`config.mk`:
```
export PLATFORM = sky130hd
export DESIGN_NAME = vga_sync_gen
export DESIGN_NICKNAME = d
export VERILOG_FILES = /design/src/rtl/vga_sync_gen.sv
export SDC_FILE = /design/constraint.sdc
export NUM_CORES = 1
export LEC_CHECK = 0
export ABC_CLOCK_PERIOD_IN_PS = 1500
export BUFFER_PORTS_ARGS = -buffer_cell sky130_fd_sc_hd__buf_2
export CELL_PAD_IN_SITES_DETAIL_PLACEMENT = 1
export CELL_PAD_IN_SITES_GLOBAL_PLACEMENT = 1
export CORE_MARGIN = 10
export CORE_UTILIZATION = 35
export CTS_BUF_LIST = sky130_fd_sc_hd__clkbuf_16
export CTS_CLUSTER_DIAMETER = 150
export DETAILED_ROUTE_END_ITERATION = 16
export PLACE_DENSITY_LB_ADDON = 0.1
export SETUP_SLACK_MARGIN = 0.3
export SYNTH_ARGS = -nofsm -noshare
export SYNTH_HDL_FRONTEND = slang
export SYNTH_SLANG_ARGS = --single-unit
```
`constraint.sdc`:
```
create_clock -name Clock -period 1.5 [get_ports Clock]
set_input_delay 0.15 -clock Clock [delete_from_list [all_inputs] [get_ports Clock]]
set_output_delay 0.15 -clock Clock [all_outputs]
set_load 0.01 [all_outputs]
```
`src/rtl/vga_sync_gen.sv`:
```
// 640x480@60 VGA timing generator: pixel-enable divider, H/V counters and a
// registered colour/sync output stage. Define VGA_TEST_PATTERN_EN for built-in colour bars.
module vga_sync_gen #(
    parameter int unsigned H_VISIBLE = 640,
    parameter int unsigned H_FRONT   = 16,
    parameter int unsigned H_SYNC    = 96,
    parameter int unsigned H_BACK    = 48,
    parameter int unsigned V_VISIBLE = 480,
    parameter int unsigned V_FRONT   = 10,
    parameter int unsigned V_SYNC    = 2,
    parameter int unsigned V_BACK    = 33
) (
    input  logic        Clock,
    input  logic        Reset_N,
    input  logic [11:0] Color_In,
    output logic [9:0]  Pixel_X,
    output logic [9:0]  Pixel_Y,
    output logic        Pixel_Valid,
    output logic        Pix_En,
    output logic        Frame_Start,
    output logic [3:0]  RED,
    output logic [3:0]  GREEN,
    output logic [3:0]  BLUE,
    output logic        H_Sync,
    output logic        V_Sync
);

    localparam int unsigned CNT_W   = 10;
    localparam int unsigned RGB_W   = 12;
    localparam int unsigned H_TOTAL = H_VISIBLE + H_FRONT + H_SYNC + H_BACK;
    localparam int unsigned V_TOTAL = V_VISIBLE + V_FRONT + V_SYNC + V_BACK;
    localparam int unsigned HS_LO   = H_VISIBLE + H_FRONT;
    localparam int unsigned HS_HI   = HS_LO + H_SYNC;
    localparam int unsigned VS_LO   = V_VISIBLE + V_FRONT;
    localparam int unsigned VS_HI   = VS_LO + V_SYNC;

    logic             x_last_c;
    logic             y_last_c;
    logic             h_active_c;
    logic             v_active_c;
    logic [RGB_W-1:0] src_color_c;
    logic [RGB_W-1:0] rgb_c;

    // Pixel-rate strobe: 50 MHz board clock halved to 25 MHz
    always_ff @(posedge Clock or negedge Reset_N) begin
        if (!Reset_N) Pix_En <= 1'b0;
        else          Pix_En <= ~Pix_En;
    end

    assign x_last_c    = (Pixel_X == CNT_W'(H_TOTAL - 1));
    assign y_last_c    = (Pixel_Y == CNT_W'(V_TOTAL - 1));
    assign Pixel_Valid = (Pixel_X < CNT_W'(H_VISIBLE)) && (Pixel_Y < CNT_W'(V_VISIBLE));
    assign h_active_c  = (Pixel_X >= CNT_W'(HS_LO)) && (Pixel_X < CNT_W'(HS_HI));
    assign v_active_c  = (Pixel_Y >= CNT_W'(VS_LO)) && (Pixel_Y < CNT_W'(VS_HI));

    // Stage 0: raster counters and frame-wrap pulse
    always_ff @(posedge Clock or negedge Reset_N) begin
        if (!Reset_N) begin
            Pixel_X     <= '0;
            Pixel_Y     <= '0;
            Frame_Start <= 1'b0;
        end else begin
            Frame_Start <= Pix_En && x_last_c && y_last_c;
            if (Pix_En) begin
                Pixel_X <= x_last_c ? '0 : Pixel_X + CNT_W'(1);
                if (x_last_c) Pixel_Y <= y_last_c ? '0 : Pixel_Y + CNT_W'(1);
            end
        end
    end

`ifdef VGA_TEST_PATTERN_EN
    logic [2:0] bar_c;
    logic       color_in_unused;

    assign color_in_unused = ^Color_In;

    // Eight 80-pixel bars: index is Pixel_X / 80 built from threshold compares
    always_comb begin
        bar_c = 3'd0;
        for (int k = 1; k < 8; k++) begin
            if (Pixel_X >= CNT_W'(80 * k)) bar_c = 3'(k);
        end
    end

    always_comb begin
        src_color_c = 12'h000;
        case (bar_c)
            3'd0:    src_color_c = 12'hFFF;
            3'd1:    src_color_c = 12'hFF0;
            3'd2:    src_color_c = 12'h0FF;
            3'd3:    src_color_c = 12'h0F0;
            3'd4:    src_color_c = 12'hF0F;
            3'd5:    src_color_c = 12'hF00;
            3'd6:    src_color_c = 12'h00F;
            default: src_color_c = 12'h000;
        endcase
    end
`else
    assign src_color_c = Color_In;
`endif

    assign rgb_c = Pixel_Valid ? src_color_c : '0;

    // Stage 1: colour and syncs share one register stage so the pins stay aligned
    always_ff @(posedge Clock or negedge Reset_N) begin
        if (!Reset_N) begin
            RED    <= '0;
            GREEN  <= '0;
            BLUE   <= '0;
            H_Sync <= 1'b1;
            V_Sync <= 1'b1;
        end else if (Pix_En) begin
            {RED, GREEN, BLUE} <= rgb_c;
            H_Sync <= ~h_active_c;
            V_Sync <= ~v_active_c;
        end
    end

endmodule
```
==> impl_metrics.csv, run 1 <==
group,metric,value,unit
global_route,grt_max_degree,17,
layout,final_nets,292,
routing,wire_per_inst,21.3,um
sta,rsz0062_at_grt,"true",
yosys,synth_seq_cells,36,
worst_setup_path,worst-endpoint-required,1670,ps
floorplanning,coreArea,4790,um^2
layout,drive_above_1_share,64.7,%
hold_path,holdCritStartpoint,"Color_In[3]",
clock_tree,worstSkewPairLatency,290,ps
global_route,grt_util_met1,17.9,%
sta,period_needed,1610,ps
worst_setup_path,crit_family,"flip-flops",
layout,final_cell_mix,"buf_2 (46), buf_4 (35), dfrtp_1 (23), buf_6 (21), nand2_1 (18)",
hold_path,whs_path_depth,3,
worst_setup_path,rr_worst_depth,7,
worst_setup_path,crit_path_start,"Pixel_Y[1]$_DFFE_PN0P_",
worst_setup_path,cp.buffers_inverters,2,
yosys,synth_warnings,0,
routing,wirelength,7280,um
global_route,grt_busiest_layer,"met2",
yosys,yosysTopAreaCell,"dfrtp_1",
layout,insertedDiodeCount,0,
clock_tree,h-tree-depth,2,
routing,num_vias,1813,
floorplanning,io_pins,51,
routing,first_pass_iters,4,
global_route,antenna_found_initial,0,
yosys,syn-cell-area,1760,um^2
placed_design,dpl-instance-area,2330,um^2
routing,routed_via_density,5.30,
floorplanning,die_y,90.8,um
yosys,yosysTopAreaCellShare,48.4,%
layout,areaGrowthSynthToFinish,81.1,%
global_route,grt.met3_usage,4.32,%
floorplanning,dieArea,8250,um^2
yosys,syn_inst,167,
worst_setup_path,arrival,1780,ps
status,violations,"negative setup slack",
hold_path,holdCritPathClass,"input port to flip-flop",
job,cap_violations,0,
hold_path,min_to,"BLUE[3]$_DFFE_PN0P_",
layout,layout_commonest_cell,"buf_2",
yosys,synthArstFlopShare,100,%
yosys,syn_nets,185,
sta,layout_setup_ws,-112,ps
yosys,ys_types,41,
placed_design,io_buffers,50,
routing,detail_route.iter0.violations,117,
yosys,synth_edf_count,0,
clock_tree,clockBufferDepth,2,
floorplanning,start_util,36.7,%
placed_design,dpl.hpwl,4110,um
worst_setup_path,path_cells,"inv_2 -> ha_4 -> nor4b_4 -> buf_4 -> nand3_4 -> a21o_1 -> mux2_4",
sta,skew,6.02,ps
yosys,synth_area_leaders,"dfrtp_1 (48%), o2bb2ai_1 (6.5%), nand2_1 (4.3%)",
sta,maxSlewViolCount,0,
pwr,peakVddDrop,626,uV
layout,final_cell_area,3180,um^2
sta,maxSlewHeadroom,72.4,%
yosys,yosysSeqAreaShare,51.4,%
worst_setup_path,worstReg2RegEnd,"Pixel_Y[5]$_DFFE_PN0P_",
clock_tree,cts_root_buf,"clkbuf_16",
sta,hold_violations,0,
layout,n_fill_cell,502,
clock_tree,cts_tree,"yes",
sta,setup_viol,5,
global_route,gr-usage-all-layers,15.3,%
sta,period_share,107,%
floorplanning,num_rows,25,
clock_tree,numCtsBuffers,5,
pwr,power,2330,uW
sta,worst_pin_slew,414,ps
placed_design,routabilityCongestion,0.806,
global_route,gr-total-overflow,0,
worst_setup_path,timing.rr.start,"Pixel_Y[1]$_DFFE_PN0P_",
clock_tree,clock_sinks,36,
pwr,p_leak,0.00143,uW
status,outcome,"complete, but fails checks",
floorplanning,die_x,90.8,um
global_route,grt_pass1_wl,10200,um
worst_setup_path,endpoint_kind,"flip-flop",
routing,ant_nets,0,
worst_setup_path,crit_type,"flip-flop to flip-flop",
clock_tree,clkTransAtPathRegs,60,ps
global_route,grt_pass1_vias,1949,
worst_setup_path,cp-start-kind,"flip-flop",
worst_setup_path,crit_slowest_cell,"dfrtp_2",
worst_setup_path,slowest_delay,410,ps
sta,fmax,620,MHz
global_route,grt_use_met2,26.4,%
yosys,syn_area_per_cell,10.5,um^2
worst_setup_path,r2r_slack,-110,ps
routing,drc,0,
yosys,synth_flop_cell,"dfrtp_1",
pwr,powerDensity,732,nW/um^2
worst_setup_path,cp_max_fo,2,
[layer usage]
metal | vias to the layer above | wire (um)
met2 | 61 | 3750
met1 | 928 | 3080
met3 | 11 | 336
li1 | 813 | -
met5 | - | 0
met4 | 0 | 113
[sequential cells by signal (all words and copies together), names as in the netlist]
register	count
Pixel_Y	10
BLUE	4
RED	4
Pix_En	1
H_Sync	1
GREEN	4
Frame_Start	1
Pixel_X	10
V_Sync	1
[power by group]
| part | switching [uW] | internal, uW |
|---|---|---|
| clock network | 431 | 781 |
| registers | 17.2 | 988 |
| logic | 60.3 | 52.3 |
[cells in the mapped netlist (2+ instances only)]
master / count
nand4_1: 6
o2bb2ai_1: 13
nand2_1: 20
or3_1: 3
a22o_1: 3
a31oi_1: 2
nor2_1: 9
nor3_1: 4
xor2_1: 3
xnor2_1: 5
clkbuf_1: 3
dfstp_2: 2
inv_1: 9
and3_2: 2
a21oi_1: 3
ha_1: 4
and3_1: 4
o21ai_0: 12
nand3_1: 5
dfrtp_1: 34
[worst register-to-register path, cell delays in order (launching register included)]
cell	delay, ps
dfrtp_2	410
inv_2	90
ha_4	120
nor4b_4	210
buf_4	180
nand3_4	60
a21o_1	170
mux2_4	260
[what timing repair did]
item                                    in CTS  in global routing
endpoints found under the hold margin       14                  0
buffers inserted                            13                  9
endpoints found under the setup margin      33                 38
gates cloned                                 1                  0
pin swaps                                   33                 19
hold buffers                                 1                  0
resized for setup                           58                 40
[logic make-up after synthesis]
kind of cell	count (synthesis)	synth area share, %
AND/OR/NAND/NOR	68	23.5
multiplexers	1	0.641
XOR/XNOR	8	3.99
flip-flops	36	51.4
buffers and inverters	15	3.85
AO/OA/AOI/OAI	35	13.7
adder cells (fa/ha/maj)	4	2.85
[worst max path at each step]
| stage | to | slack (ps) | depth (start not counted) |
|---|---|---|---|
| 3_5_place_dp | Pixel_Y[9]$_DFFE_PN0P_ | -130 | 6 |
| 4_1_cts | Pixel_Y[5]$_DFFE_PN0P_ | -50 | 6 |
| 2_1_floorplan | Pixel_Y[5]$_DFFE_PN0P_ | -40 | 6 |
| 5_1_grt | Pixel_Y[4]$_DFFE_PN0P_ | -160 | 8 |
| 6_report | Pixel_Y[5]$_DFFE_PN0P_ | -110 | 7 |
| 3_3_place_gp | Pixel_Y[9]$_DFFE_PN0P_ | -10 | 6 |
[metrics by stage]
stage	std cells	util (%)	TNS (ps)	setup WS, ps	hold WS, ps
4_1_cts	333	60.5	-109	-48.8	117
3_3_place_gp	310	48.6	-27.1	-10.9	94.0
3_5_place_dp	310	48.6	-393	-133	96.6
6_report	342	66.5	-378	-112	129
5_1_grt	342	66.5	-989	-163	143
2_1_floorplan	167	-	-92.8	-38.4	-146
[final cells by class]
type                    count  area [um^2]  share of cell area, %
clock buffers               5          125                   3.93
clock inverters             3         42.5                   1.34
inverters                   9         33.8                   1.06
multi-input cells         116         1170                   36.7
flip-flops and latches     36          917                   28.8
well taps                  67         83.8                   2.64
repair buffers            106          812                   25.5
Note: power is estimated with default switching activity, not from simulation.
==> run 2: changes to the inputs <==
--- a/config.mk
+++ b/config.mk
@@ -19,3 +19,4 @@
 export SYNTH_ARGS = -nofsm -noshare
 export SYNTH_HDL_FRONTEND = slang
 export SYNTH_SLANG_ARGS = --single-unit
+export TNS_END_PERCENT = 20
==> impl_metrics.csv, run 2 (same netlist as run 1, synthesis figures left out) <==
group,metric,value,unit
sta,hold_violations,0,
worst_setup_path,endpoint_kind,"flip-flop",
sta,maxSlewHeadroom,72.7,%
sta,fmax,640,MHz
placed_design,dpl-instance-area,2330,um^2
placed_design,dpl.hpwl,4030,um
hold_path,holdCritStartpoint,"Color_In[3]",
routing,dr_wl_met2,2760,um
clock_tree,clock_sinks,36,
clock_tree,clockBufferDepth,2,
layout,layout_commonest_cell,"buf_2",
placed_design,routabilityCongestion,0.798,
hold_path,holdCritPathClass,"input port to flip-flop",
routing,drc,0,
sta,skew,3.10,ps
placed_design,io_buffers,50,
sta,period_share,104,%
floorplanning,num_rows,25,
routing,first_pass_iters,4,
routing,wire_per_inst,17.2,um
routing,top_layer,"met4",
clock_tree,worstSkewPairLatency,270,ps
pwr,powerDensity,742,nW/um^2
sta,layout_setup_ws,-63.4,ps
floorplanning,io_pins,51,
global_route,antenna_found_initial,0,
layout,n_fill_cell,532,
worst_setup_path,cp_max_fo,4,
layout,areaGrowthSynthToFinish,57.3,%
pwr,power,2050,uW
layout,insertedDiodeCount,0,
routing,wirelength,5630,um
floorplanning,dieArea,8250,um^2
layout,final_cell_mix,"buf_2 (48), buf_4 (30), dfrtp_1 (26), nand2_1 (18), o2bb2ai_2 (12)",
routing,wl_met1,2510,um
worst_setup_path,cp-start-kind,"flip-flop",
global_route,gr-usage-all-layers,13.4,%
floorplanning,start_util,36.7,%
layout,final_cell_area,2760,um^2
routing,routed_via_density,5.02,
clock_tree,clkTransAtPathRegs,50,ps
layout,final_util,57.8,%
floorplanning,die_x,90.8,um
worst_setup_path,crit_type,"flip-flop to flip-flop",
global_route,grt_pass1_vias,1753,
global_route,gr-total-overflow,0,
sta,rsz0062_at_grt,"true",
sta,period_needed,1560,ps
sta,worst_pin_slew,410,ps
layout,reg_top3,"Pixel_X x10, Pixel_Y x10",
routing,ant_nets,0,
sta,setup_tns,-285,ps
clock_tree,cts_tree,"yes",
worst_setup_path,timing.rr.start,"Pixel_Y[1]$_DFFE_PN0P_",
job,cap_violations,0,
pwr,p_leak,0.00129,uW
floorplanning,coreArea,4790,um^2
routing,route.met3.wl,318,um
status,violations,"negative setup slack",
global_route,grt_max_degree,21,
worst_setup_path,crit_path_start,"Pixel_Y[1]$_DFFE_PN0P_",
clock_tree,h-tree-depth,2,
status,outcome,"complete, but fails checks",
clock_tree,cts_root_buf,"clkbuf_16",
sta,whs,115,ps
worst_setup_path,worst-endpoint-required,1660,ps
worst_setup_path,arrival,1720,ps
routing,num_vias,1642,
sta,setup_viol,6,
pwr,peakVddDrop,597,uV
layout,final_nets,277,
routing,detail_route.iter0.violations,33,
clock_tree,numCtsBuffers,5,
layout,drive_above_1_share,57.7,%
sta,maxSlewViolCount,0,
floorplanning,die_y,90.8,um
global_route,grt_pass1_wl,9180,um
run 2: per-layer routing:
| layer | vias to the layer above | global-route usage (%) |
|---|---|---|
| met5 | - | 0 |
| met4 | 0 | 3.13 |
| met3 | 6 | 4.74 |
| met2 | 46 | 21.9 |
| met1 | 807 | 16.4 |
| li1 | 783 | - |
run 2: timing repair:
action / 4_1_cts / 5_1_grt
hold endpoints to repair: 15 / 0
resized for setup: 33 / 26
setup buffers: 5 / 3
pin swaps: 20 / 18
endpoints found under the setup margin: 33 / 35
hold buffers: 1 / 0
gates cloned: 0 / 0
run 2: worst paths after layout:
check                                          to  slack (ps)  cells after the start
setup reg to reg           Pixel_Y[2]$_DFFE_PN0P_         -60                      7
hold reg to reg                RED[2]$_DFFE_PN0P_         480                      1
min in group asynchronous     BLUE[3]$_DFFE_PN0P_         340                      2
hold / removal                BLUE[3]$_DFFE_PN0P_         110                      3
setup / recovery           Pixel_Y[2]$_DFFE_PN0P_         -60                      7
max in group asynchronous      V_Sync$_DFFE_PN1P_         630                      3
run 2: final cells by class:
| type | instances | area (um^2) | share of cell area, % |
|---|---|---|---|
| inverter | 9 | 33.8 | 1.22 |
| clock buffer | 5 | 125 | 4.53 |
| clock inverter | 3 | 12.5 | 0.453 |
| sequential | 36 | 913 | 33.0 |
| timing repair buffer | 91 | 619 | 22.4 |
| multi-input combinational | 116 | 976 | 35.3 |
| tap | 67 | 83.8 | 3.03 |
run 2: worst max-delay path, stage by stage, from the launching register on:
cell and delay, ps:
dfrtp_2 400, inv_2 80, ha_4 120, nor4b_4 260
and3_4 280, buf_4 130, o21ai_4 50, o2bb2ai_2 130
run 2: where the power goes:
group / switching (uW) / internal (uW) / leakage [uW]
combinational: 51.8 / 40.9 / 0.000774
sequential: 10.9 / 989 / 0.000440
clock: 361 / 599 / 0.0000762
run 2: per-stage QoR:
step / cells / worst slack [ps]
after global placement: 310 / -14.2
final: 327 / -63.4
after floorplan: 167 / -38.4
after detailed placement: 310 / -94.9
after CTS: 324 / -22.3
after global routing: 327 / -179
